--- config.mk ---
export PLATFORM = sky130hd
export DESIGN_NAME = v5_pulse_gen_flat
export DESIGN_NICKNAME = d
export VERILOG_FILES = /design/src/rtl/v5_pulse_gen_pkg.sv /design/src/rtl/v5_pulse_gen_if.sv /design/src/rtl/v5_pulse_gen.sv /design/src/flat_wrapper.sv
export SDC_FILE = /design/constraint.sdc
export NUM_CORES = 1
export LEC_CHECK = 0
export ABC_AREA = 1
export BUFFER_PORTS_ARGS = -buffer_cell sky130_fd_sc_hd__buf_2
export CAP_MARGIN = 20
export CORE_MARGIN = 2
export CORE_UTILIZATION = 30
export CTS_BUF_LIST = sky130_fd_sc_hd__clkbuf_4 sky130_fd_sc_hd__clkbuf_8
export DETAILED_ROUTE_END_ITERATION = 12
export GPL_TIMING_DRIVEN = 0
export PLACE_DENSITY = 0.54
export SLEW_MARGIN = 20
export SYNTH_ARGS = -nofsm -noshare
export SYNTH_HDL_FRONTEND = slang
export SYNTH_SLANG_ARGS = --single-unit
--- constraint.sdc ---
create_clock -name clk -period 6.26 [get_ports clk]
set_input_delay 0.313 -clock clk [delete_from_list [all_inputs] [get_ports clk]]
set_output_delay 0.313 -clock clk [all_outputs]
set_load 0.005 [all_outputs]
--- src/rtl/v5_pulse_gen_pkg.sv ---
// Shared sample width, pulse-generator FSM encoding and default shaping constants.
// Sample format matches the filter input so the generator can drive it directly.
package v5_param;

    localparam int SIZE_ADC_DATA   = 12;
    localparam int DECAY_SHIFT_DEF = 5;
    localparam int FRAC_BITS_DEF   = 8;
    localparam int MAX_LEN_DEF     = 1024;

    typedef logic signed [SIZE_ADC_DATA-1:0] adc_t;
    typedef logic        [SIZE_ADC_DATA-2:0] amp_t;

    typedef enum logic {
        ST_IDLE  = 1'b0,
        ST_DECAY = 1'b1
    } state_t;

endpackage

--- src/rtl/v5_pulse_gen_if.sv ---
// Pulse request / synthetic ADC sample bundle between a stimulus controller and the generator.
// Unflow-controlled: start is a one-cycle request, the sample stream runs every cycle.
interface v5_pulse_gen_if;
    import v5_param::*;

    logic start;
    amp_t amplitude;
    adc_t baseline;
    adc_t adc_data;
    logic busy;
    logic pulse_done;
    logic pileup;

    modport master (
        output start, amplitude, baseline,
        input  adc_data, busy, pulse_done, pileup
    );

    modport slave (
        input  start, amplitude, baseline,
        output adc_data, busy, pulse_done, pileup
    );

endinterface

--- src/rtl/v5_pulse_gen.sv ---
// Exponential-decay pulse synthesiser: sample = baseline + acc, acc shrinks by acc>>DECAY_SHIFT per cycle.
// Latency 1 from start to first sample; no backpressure, a start while busy piles up onto the tail.
module v5_pulse_gen
    import v5_param::*;
#(
    parameter int DECAY_SHIFT = DECAY_SHIFT_DEF,
    parameter int FRAC_BITS   = FRAC_BITS_DEF,
    parameter int MAX_LEN     = MAX_LEN_DEF
) (
    input  logic          clk,
    input  logic          reset,
    v5_pulse_gen_if.slave bus
);

    localparam int ACC_W     = SIZE_ADC_DATA + FRAC_BITS;
    localparam int CNT_W     = (MAX_LEN > 1) ? $clog2(MAX_LEN) : 1;
    localparam int OUT_W     = SIZE_ADC_DATA + 2;
    localparam int OUT_MAX_I = (1 << (SIZE_ADC_DATA - 1)) - 1;
    localparam int OUT_MIN_I = -(1 << (SIZE_ADC_DATA - 1));

    localparam logic [CNT_W-1:0]        CNT_LAST = CNT_W'(MAX_LEN - 1);
    localparam logic signed [OUT_W-1:0] OUT_MAX  = OUT_W'(OUT_MAX_I);
    localparam logic signed [OUT_W-1:0] OUT_MIN  = OUT_W'(OUT_MIN_I);

    state_t           r_state;
    logic [ACC_W-1:0] r_acc;
    logic [CNT_W-1:0] r_cnt;
    adc_t             r_adc;
    logic             r_busy;
    logic             r_done;
    logic             r_pileup;

    logic [ACC_W-1:0]           w_load;
    logic [ACC_W-1:0]           w_decayed;
    logic [ACC_W:0]             w_sum;
    logic [ACC_W-1:0]           w_piled;
    logic [ACC_W-1:0]           w_acc_next;
    logic [CNT_W-1:0]           w_cnt_next;
    state_t                     w_state_next;
    logic                       w_done;
    logic                       w_pileup;
    logic [SIZE_ADC_DATA-1:0]   w_int;
    logic signed [OUT_W-1:0]    w_out_wide;
    adc_t                       w_out_sat;

    assign w_load    = ACC_W'(bus.amplitude) << FRAC_BITS;
    assign w_decayed = r_acc - (r_acc >> DECAY_SHIFT);
    assign w_sum     = {1'b0, w_decayed} + {1'b0, w_load};
    assign w_piled   = w_sum[ACC_W] ? '1 : w_sum[ACC_W-1:0];

    always_comb begin
        w_acc_next   = '0;
        w_cnt_next   = '0;
        w_state_next = ST_IDLE;
        w_done       = 1'b0;
        w_pileup     = 1'b0;
        case (r_state)
            ST_IDLE: begin
                if (bus.start) begin
                    w_acc_next   = w_load;
                    w_state_next = ST_DECAY;
                end
            end
            ST_DECAY: begin
                // A new start outranks both end conditions, so piled pulses never emit pulse_done.
                if (bus.start) begin
                    w_acc_next   = w_piled;
                    w_state_next = ST_DECAY;
                    w_pileup     = 1'b1;
                end else if ((w_decayed[ACC_W-1:FRAC_BITS] == '0) || (r_cnt == CNT_LAST)) begin
                    w_done = 1'b1;
                end else begin
                    w_acc_next   = w_decayed;
                    w_cnt_next   = r_cnt + 1'b1;
                    w_state_next = ST_DECAY;
                end
            end
            default: ;
        endcase
    end

    // Output is formed from the next accumulator value so the sample lands on the same edge as acc.
    assign w_int      = w_acc_next[ACC_W-1:FRAC_BITS];
    assign w_out_wide = OUT_W'(bus.baseline) + OUT_W'($signed({1'b0, w_int}));
    assign w_out_sat  = (w_out_wide > OUT_MAX) ? OUT_MAX[SIZE_ADC_DATA-1:0] :
                        (w_out_wide < OUT_MIN) ? OUT_MIN[SIZE_ADC_DATA-1:0] :
                                                 w_out_wide[SIZE_ADC_DATA-1:0];

    always_ff @(posedge clk) begin
        if (!reset) begin
            r_state  <= ST_IDLE;
            r_acc    <= '0;
            r_cnt    <= '0;
            r_adc    <= '0;
            r_busy   <= 1'b0;
            r_done   <= 1'b0;
            r_pileup <= 1'b0;
        end else begin
            r_state  <= w_state_next;
            r_acc    <= w_acc_next;
            r_cnt    <= w_cnt_next;
            r_adc    <= w_out_sat;
            r_busy   <= (w_state_next == ST_DECAY);
            r_done   <= w_done;
            r_pileup <= w_pileup;
        end
    end

    assign bus.adc_data   = r_adc;
    assign bus.busy       = r_busy;
    assign bus.pulse_done = r_done;
    assign bus.pileup     = r_pileup;

endmodule

--- src/flat_wrapper.sv ---
// flat-port wrapper written by rule: the top's interface ports become plain ports
module v5_pulse_gen_flat import v5_param::*;
#(
    parameter int DECAY_SHIFT = DECAY_SHIFT_DEF,
    parameter int FRAC_BITS   = FRAC_BITS_DEF,
    parameter int MAX_LEN     = MAX_LEN_DEF
)
  (clk, reset, bus_start, bus_amplitude, bus_baseline, bus_adc_data, bus_busy, bus_pulse_done, bus_pileup);
  v5_pulse_gen_if bus_i ();
  input  logic clk;
  input  logic reset;
  input wire logic [$bits(bus_i.start)-1:0] bus_start;
  input wire logic [$bits(bus_i.amplitude)-1:0] bus_amplitude;
  input wire logic [$bits(bus_i.baseline)-1:0] bus_baseline;
  output wire logic [$bits(bus_i.adc_data)-1:0] bus_adc_data;
  output wire logic [$bits(bus_i.busy)-1:0] bus_busy;
  output wire logic [$bits(bus_i.pulse_done)-1:0] bus_pulse_done;
  output wire logic [$bits(bus_i.pileup)-1:0] bus_pileup;
  assign bus_i.start = bus_start;
  assign bus_i.amplitude = bus_amplitude;
  assign bus_i.baseline = bus_baseline;
  assign bus_adc_data = bus_i.adc_data;
  assign bus_busy = bus_i.busy;
  assign bus_pulse_done = bus_i.pulse_done;
  assign bus_pileup = bus_i.pileup;
  v5_pulse_gen #(.DECAY_SHIFT(DECAY_SHIFT), .FRAC_BITS(FRAC_BITS), .MAX_LEN(MAX_LEN)) u_core (.clk(clk), .reset(reset), .bus(bus_i));
endmodule
==> results.toml, run 1 <==
[job]
maxCapViolCount = 0

[setup_path]
worstSetupPathType = "reg -> reg"
start_kind = "flop"
critPathMaxFanout = 10
path_common_cell = "nand2_1"
cp.arrival_ps = 5900
critPathMaxStageDelay_ps = 420
crit_path_top_delay_cell = "fa_1"
cp.required_ps = 6510
endpoint_kind = "flop"

[grt]
grt_overflow = 0
grt_pass1_wl_um = 19100
track_usage_pct = 16.3
antenna_found_initial = 0
grt_max_degree = 17
grt_pass1_vias = 4114

[timing]
slew_viol_final = 0
hold_viol_final = 0
fin_ws_ps = 614
whs_ps = 310
clock_skew_ps = 13.6
setup_violations = 0
tns_ps = 0
slew_headroom_pct = 67.2
layout_min_cycle_time_ps = 5650
period_share_pct = 90.2
max_freq_ghz = 0.177
worstMarginPinSlew_ps = 492
grt_setup_unrepaired = "false"

[detailed_routing]
drtIter0Drc = 153
postRouteAntennaNets = 0
drc_errors = 0
wl_per_cell_um = 12.9
first_pass_iters = 5
vias = 4143
drt-total-wl_um = 11200
drt-vias-per-instance = 4.76

[synth]
yosys_warnings = 0
syn_area_um2 = 4090
yosys_register_bits = 45
ys.flop_type = "dfxtp_1"
yosysSeqAreaShare_pct = 22.0
synth.area.top_cells = "dfxtp_1, nand2_1, ha_1, inv_1, a21oi_1"
synth_edf_count = 0
synthDistinctLibCells = 39
postSynthCellCount = 646
async_flop_share_pct = 0
synth_most_common_cell = "nand2_1"
synth_commonest_cells = "nand2_1, inv_1, a21oi_1"
synth_nets = 715
yosys.area.top_type_share_pct = 22.0
syn_avg_cell_area_um2 = 6.33
yosysTopAreaCell = "dfxtp_1"

[die]
die_h_um = 121
initial_core_util_pct = 30.8
rows = 42
dieWidth_um = 121
io_pins = 41
die_area_um2 = 14600
core_um2 = 13300

[clocking]
cts_tree = "built"
clock_latency_ps = 320
cts_hold_buf = 0
cts_max_level = 2
clk_path_buf_depth = 2
cts.sinks = 45
clkSlewWorstSetupHoldPaths_ps = 100
cts-root-buf = "clkbuf_8"
numCtsBuffers = 5

[cells_and_area]
drive_gt1_share_pct = 13.4
n_fill_cell = 1489
final_nets = 763
area_delta_synth_final_pct = 13.9
fin_util_pct = 35.1
antenna_cells = 0
regArea_um2 = 903
multi_input_area_um2 = 2810

[run_status]
status = "complete, no violations"

[placed_design]
io_buffers = 40
dp_slack_ps = 312
place.gp.congestion = 0.862
dp.final_hpwl_um = 9320

[pwr]
p_per_area_nw_per_um2 = 572
ir_drop_mv = 0.216
p_leak_nw = 2.42
finalPower_w = 0.00267

[min_path]
hold_path_class = "in -> reg"
report_power, final:
group | switching (W) | internal, W
Combinational | 0.00129 | 0.000782
Clock | 0.000114 | 0.0000808
Sequential | 0.0000388 | 0.000360
Total | 0.00144 | 0.00122
critical path, delay by kind of cell (launching register included):
| kind | cells | cell delay, ps |
|---|---|---|
| simple gates | 21 | 2130 |
| fa+ha+maj | 5 | 1510 |
| xor+xnor | 1 | 270 |
| buf+inv | 7 | 680 |
| flops | 1 | 310 |
| compound gates | 5 | 680 |
cells by family after synthesis:
family	synth area share [%]
compound gates	10.5
xor+xnor	6.61
fa+ha+maj	13.7
buf+inv	10.4
flops	22.0
simple gates	36.8
path summary, 6_finish.rpt:
path	from	endpoint	slack, ps	depth (start not counted)
min	reset	u_core.bus.adc_data[9]	310	3
min reg2reg	u_core.r_cnt[0]	u_core.r_cnt[0]	460	1
max	u_core.r_acc[0]	u_core.bus.adc_data[10]	610	39
max reg2reg	u_core.r_acc[0]	u_core.bus.adc_data[10]	610	39
layout by cell type, fill, tap and decap left out, types with 2 or more instances in the layout:
master     instances
inv_2              9
nor4_1             2
nor2_4             3
dfxtp_1           43
nand2_2            8
o21ai_0           15
xnor2_1           13
buf_4              2
nand2_1          191
nor3_1             6
nand2_4            3
fa_1               3
clkbuf_8           5
nand4_1           16
nand3_1           43
xor2_1            16
a21o_1             2
ha_4               2
nor2_1            48
inv_1             95
o21ai_2            2
nor3b_2            3
and2_1             3
o21ai_1            3
buf_2             40
nor2_2             3
o2111ai_1          2
a21oi_1           51
clkbuf_1           7
ha_1              37
dfxtp_2            2
per-layer routing:
layer | GRT usage, % | part of all wire [%] | up-vias | wire (µm)
met5 | 0 | 0 | - | 0
met4 | 5.60 | 2.5 | 0 | 276
met3 | 2.12 | 3.7 | 23 | 413
met2 | 27.3 | 47 | 94 | 5250
met1 | 21.5 | 47 | 1868 | 5280
li1 | - | - | 2158 | -
flip-flops by register name, summed over array words and instances (netlist names):
register	cells
u_core.bus.pulse_done	1
u_core.r_acc	20
u_core.r_cnt	10
u_core.bus.adc_data	12
u_core.bus.busy	1
u_core.bus.pileup	1
timing repair:
action	in CTS	in global routing
resized for setup	0	11
endpoints found under the setup margin	0	11
buffers inserted	0	1
stage by stage:
| stage | instance area, µm² | std cells |
|---|---|---|
| floorplan | 4090 | 646 |
| global placement | 4510 | 862 |
| detailed placement | 4510 | 862 |
| CTS | 4610 | 870 |
| global route | 4660 | 871 |
| finish | 4660 | 871 |
area by class of cell:
class,instances,area share (%)
well taps,176,4.72
multi-input cells,488,60.3
plain buffers,8,0.725
flip-flops and latches,45,19.4
clock inverters,3,0.537
repair buffers,41,4.46
inverters,105,8.45
clock buffers,5,1.48
Note: power is estimated with default switching activity, not from simulation.
==> inputs of run 2 (changes only) <==
--- a/config.mk
+++ b/config.mk
@@ -8,6 +8,7 @@
 export ABC_AREA = 1
 export BUFFER_PORTS_ARGS = -buffer_cell sky130_fd_sc_hd__buf_2
 export CAP_MARGIN = 20
+export CORE_ASPECT_RATIO = 0.7
 export CORE_MARGIN = 2
 export CORE_UTILIZATION = 30
 export CTS_BUF_LIST = sky130_fd_sc_hd__clkbuf_4 sky130_fd_sc_hd__clkbuf_8
==> run 2 against run 1 <==
Flip-flop and latch count unchanged; sequential share of layout area down 0.20 points; non-clock buffer count unchanged; cell count increased by 1.0%; global-route usage increased by 0.18 points; wire length rose by 2.8%; clock power hardly changed; cell area is 1.0% higher; setup slack got worse by 160 ps; maximum frequency decreased by 2.7%; sequential power hardly changed; count of clock-buffer cells in the layout did not move; critical path type unchanged; largest power group unchanged.
==> results.toml, run 2 (same netlist as run 1, synthesis figures left out) <==
[clocking]
cts-root-buf = "clkbuf_8"
cts_max_level = 2
numCtsBuffers = 5
cts.sinks = 45
cts_tree = "built"
clk_path_buf_depth = 2
clkSlewWorstSetupHoldPaths_ps = 90
clock_latency_ps = 310

[timing]
clock_skew_ps = 11.1
grt_setup_unrepaired = "false"
layout_min_cycle_time_ps = 5800
hold_viol_final = 0
setup_violations = 0
period_share_pct = 92.7
slew_viol_final = 0
max_freq_ghz = 0.172
tns_ps = 0
worstMarginPinSlew_ps = 519
slew_headroom_pct = 65.4

[die]
die_h_um = 102
core_um2 = 13200
initial_core_util_pct = 30.9
dieWidth_um = 144
die_area_um2 = 14600
io_pins = 41
rows = 35

[detailed_routing]
drt-total-wl_um = 11500
postRouteAntennaNets = 0
vias = 4153
drc_errors = 0
drt-vias-per-instance = 4.72
wl_per_cell_um = 13.1
drtIter0Drc = 283
first_pass_iters = 5

[cells_and_area]
largest-register = "u_core.r_acc"
antenna_cells = 0
fin_util_pct = 35.6
area_delta_synth_final_pct = 15.1
multi_input_area_um2 = 2850
drive_gt1_share_pct = 14.5
regArea_um2 = 903
final_nets = 763
largest_reg_flops = 20
stdcell_count = 880
final_common_cell = "nand2_1"
n_fill_cell = 1496
design_area_um2 = 4710
final_cell_mix = "nand2_1, inv_1, a21oi_1, nor2_1"

[min_path]
hold_path_depth = 3
hold_path_class = "in -> reg"

[setup_path]
cp.arrival_ps = 6040
path_common_cell = "nand2_1"
worstSetupPathType = "reg -> reg"
reg2regPathDepth = 39
start_kind = "flop"
critPathMaxStageDelay_ps = 430
critPathMaxFanout = 10
cp.required_ps = 6500
endpoint_kind = "flop"
crit_path_top_delay_cell = "fa_1"

[pwr]
ir_drop_mv = 0.196
p_per_area_nw_per_um2 = 582
finalPower_w = 0.00274
p_leak_nw = 2.41

[grt]
track_usage_pct = 16.5
grt_pass1_vias = 3912
grt_overflow = 0
grt_max_degree = 17
antenna_found_initial = 0
grt_pass1_wl_um = 19000

[placed_design]
io_buffers = 40
place.gp.congestion = 0.902
dp.final_hpwl_um = 9690
placedInstanceArea_um2 = 4520
dp_cells = 871

[job]
maxCapViolCount = 0

[run_status]
status = "complete, no violations"
## run 2: power breakdown
| group | internal, W | switching, W | total, W |
|---|---|---|---|
| combinational | 0.000803 | 0.00134 | 0.00215 |
| sequential | 0.000360 | 0.0000369 | 0.000397 |
| clock | 0.0000808 | 0.000115 | 0.000196 |
## run 2: metrics by stage
| step | hold WS, ps | setup WS [ps] |
|---|---|---|
| 3_5_place_dp | 448 | 139 |
| 6_report | 308 | 457 |
| 5_1_grt | 321 | 55.2 |
| 2_1_floorplan | 418 | 1300 |
| 4_1_cts | 286 | 91.1 |
| 3_3_place_gp | 432 | 242 |
## run 2: area by class of cell
type | instances | area share (%)
inverters | 105 | 8.37
flip-flops and latches | 45 | 19.2
clock inverters | 3 | 0.531
clock buffers | 5 | 1.46
plain buffers | 8 | 0.717
multi-input cells | 488 | 60.4
well taps | 185 | 4.91
repair buffers | 41 | 4.41
## run 2: final timing paths
check / from / end / slack, ps
max reg2reg: u_core.r_acc[0] / u_core.bus.adc_data[10] / 460
min reg2reg: u_core.r_cnt[0] / u_core.r_cnt[0] / 460
min: reset / u_core.bus.adc_data[9] / 310
max: u_core.r_acc[0] / u_core.bus.adc_data[10] / 460
## run 2: worst max-delay path, delay by kind of cell (launching register included)
family                   cells  cell delay, ps
AO/OA/AOI/OAI                5             690
buffers and inverters        7             660
AND/OR/NAND/NOR             21            2260
flip-flops                   1             310
adder cells (fa/ha/maj)      5            1510
XOR/XNOR                     1             280
## run 2: layer usage
metal  GRT usage, %  part of all wire (%)  vias up
met4           2.64                  0.88        0
met3           2.55                   5.2       10
met5              0                     0        -
met2           23.8                    40      101
met1           25.8                    54     1884
li1               -                     -     2158
## run 2: timing repair
action | in CTS | in global routing
endpoints found under the setup margin | 0 | 11
setup buffers | 0 | 1
resized for setup | 0 | 18
hold buffers | 0 | 0
==> inputs of run 3 (changes only) <==
--- a/config.mk
+++ b/config.mk
@@ -6,15 +6,15 @@
 export NUM_CORES = 1
 export LEC_CHECK = 0
 export ABC_AREA = 1
-export BUFFER_PORTS_ARGS = -buffer_cell sky130_fd_sc_hd__buf_2
 export CAP_MARGIN = 20
 export CORE_ASPECT_RATIO = 0.7
 export CORE_MARGIN = 2
 export CORE_UTILIZATION = 30
 export CTS_BUF_LIST = sky130_fd_sc_hd__clkbuf_4 sky130_fd_sc_hd__clkbuf_8
 export DETAILED_ROUTE_END_ITERATION = 12
+export DONT_BUFFER_PORTS = 1
 export GPL_TIMING_DRIVEN = 0
-export PLACE_DENSITY = 0.54
+export PLACE_DENSITY = 0.52
 export SLEW_MARGIN = 20
 export SYNTH_ARGS = -nofsm -noshare
 export SYNTH_HDL_FRONTEND = slang
==> run 3 against run 2 <==
Critical path depth down 1; setup slack improved by 180 ps; cell area is 3.1% lower; clock skew rose by 2.8 ps; via count down 3.9%; register-to-register slack better by 180 ps; sequential power rose by 3%; critical path type unchanged; highest routed layer unchanged.
==> results.toml, run 3 (same netlist as run 1, synthesis figures left out) <==
[cells_and_area]
final_cell_mix = "nand2_1, inv_1, a21oi_1, nor2_1"
final_nets = 724
drive_gt1_share_pct = 9.45
stdcell_count = 841
largest_reg_flops = 20
n_fill_cell = 1470
largest-register = "u_core.r_acc"
final_common_cell = "nand2_1"
antenna_cells = 0
area_delta_synth_final_pct = 11.5

[setup_path]
cp.arrival_ps = 5810
critPathMaxStageDelay_ps = 430
critPathTopFamily = "simple AND/OR/NAND/NOR gates"
path_common_cell = "nand2_1"
cp.required_ps = 6440
endpoint_kind = "flop"
worstSetupPathType = "reg -> reg"
worst-path-buf-inv = 8
critPathMaxFanout = 10
crit_path_top_delay_cell = "fa_1"
start_kind = "flop"

[grt]
antenna_found_initial = 0
grt_overflow = 0
grt_busiest_layer = "met1"
grt_pass1_wl_um = 18800
grt_pass1_vias = 3796
track_usage_pct = 16.4
grtUsageMet3_pct = 3.83
use_met1_pct = 24.7
grtUsageMet2_pct = 23.6
grt_max_degree = 16

[placed_design]
io_buffers = 0
place.gp.congestion = 0.885
dp.final_hpwl_um = 9630
dp_cells = 831

[detailed_routing]
drt-vias-per-instance = 4.74
wl_per_cell_um = 13.6
drc_errors = 0
drtIter0Drc = 210
vias = 3989
drt-total-wl_um = 11400
first_pass_iters = 5
postRouteAntennaNets = 0

[clocking]
cts.sinks = 45
cts_hold_buf = 0
cts_max_level = 2
numCtsBuffers = 5
cts_tree = "built"
clk_path_buf_depth = 2
clock_latency_ps = 320
clkSlewWorstSetupHoldPaths_ps = 100
cts-root-buf = "clkbuf_8"

[die]
io_pins = 41
die_h_um = 102
rows = 35
initial_core_util_pct = 30.9
die_area_um2 = 14600
core_um2 = 13200
dieWidth_um = 144

[timing]
period_share_pct = 89.8
clock_skew_ps = 13.9
tns_ps = 0
max_freq_ghz = 0.178
worstMarginPinSlew_ps = 524
layout_min_cycle_time_ps = 5620
slew_headroom_pct = 65.1
hold_viol_final = 0
grt_setup_unrepaired = "false"
slew_viol_final = 0
setup_violations = 0

[min_path]
hold_path_class = "in -> reg"

[pwr]
p_leak_nw = 2.27
finalPower_w = 0.00279
p_per_area_nw_per_um2 = 612
ir_drop_mv = 0.278

[run_status]
status = "complete, no violations"

[job]
maxCapViolCount = 0
[run 3: changes by cell type in the layout (fill, tap and decap cells not counted), sizes merged]
cell,before,now
buf,42,2
bufinv,0,2
clkbuf,12,13
clkinv,2,1
clkinvlp,1,0
[run 3: layer usage]
layer	up-vias	share of wire [%]
li1	2080	-
met1	1809	54
met2	83	39
met3	17	6.0
met4	0	1.3
met5	-	0
[run 3: worst paths after layout]
path | startpoint | end | slack [ps] | depth (start not counted)
hold / removal | reset | u_core.bus.adc_data[9] | 130 | 2
hold reg to reg | u_core.r_cnt[0] | u_core.r_cnt[0] | 460 | 1
setup / recovery | u_core.r_acc[0] | u_core.bus.adc_data[2] | 640 | 38
setup reg to reg | u_core.r_acc[0] | u_core.bus.adc_data[2] | 640 | 38
[run 3: cell type report]
| class | count | area (µm²) | area share, % |
|---|---|---|---|
| buffer | 8 | 33.8 | 0.741 |
| clock buffer | 5 | 68.8 | 1.51 |
| clock inverter | 3 | 68.8 | 1.51 |
| inverter | 105 | 394 | 8.64 |
| multi-input combinational | 488 | 2850 | 62.4 |
| sequential | 45 | 903 | 19.8 |
| tap | 185 | 231 | 5.07 |
| timing repair buffer | 2 | 15.0 | 0.329 |
[run 3: where the power goes]
group | internal, W | switching, W | total [W]
Sequential | 0.000361 | 0.0000481 | 0.000409
Clock | 0.000161 | 0.000114 | 0.000275
Combinational | 0.000777 | 0.00133 | 0.00211
Total | 0.00130 | 0.00149 | 0.00279
[run 3: stage by stage]
step,setup slack [ps],hold slack [ps],instance area [µm²],utilization (%)
finish,638,132,4560,34.5
global route,124,141,4560,34.5
CTS,191,130,4460,33.7
detailed placement,223,442,4320,32.7
global placement,281,434,4320,32.7
floorplan,1300,418,4090,-
[run 3: timing repair]
action / 4_1_cts / 5_1_grt
hold endpoints to repair: 0 / 0
gates resized for setup: 0 / 17
setup endpoints to repair: 0 / 11
setup buffers: 0 / 2
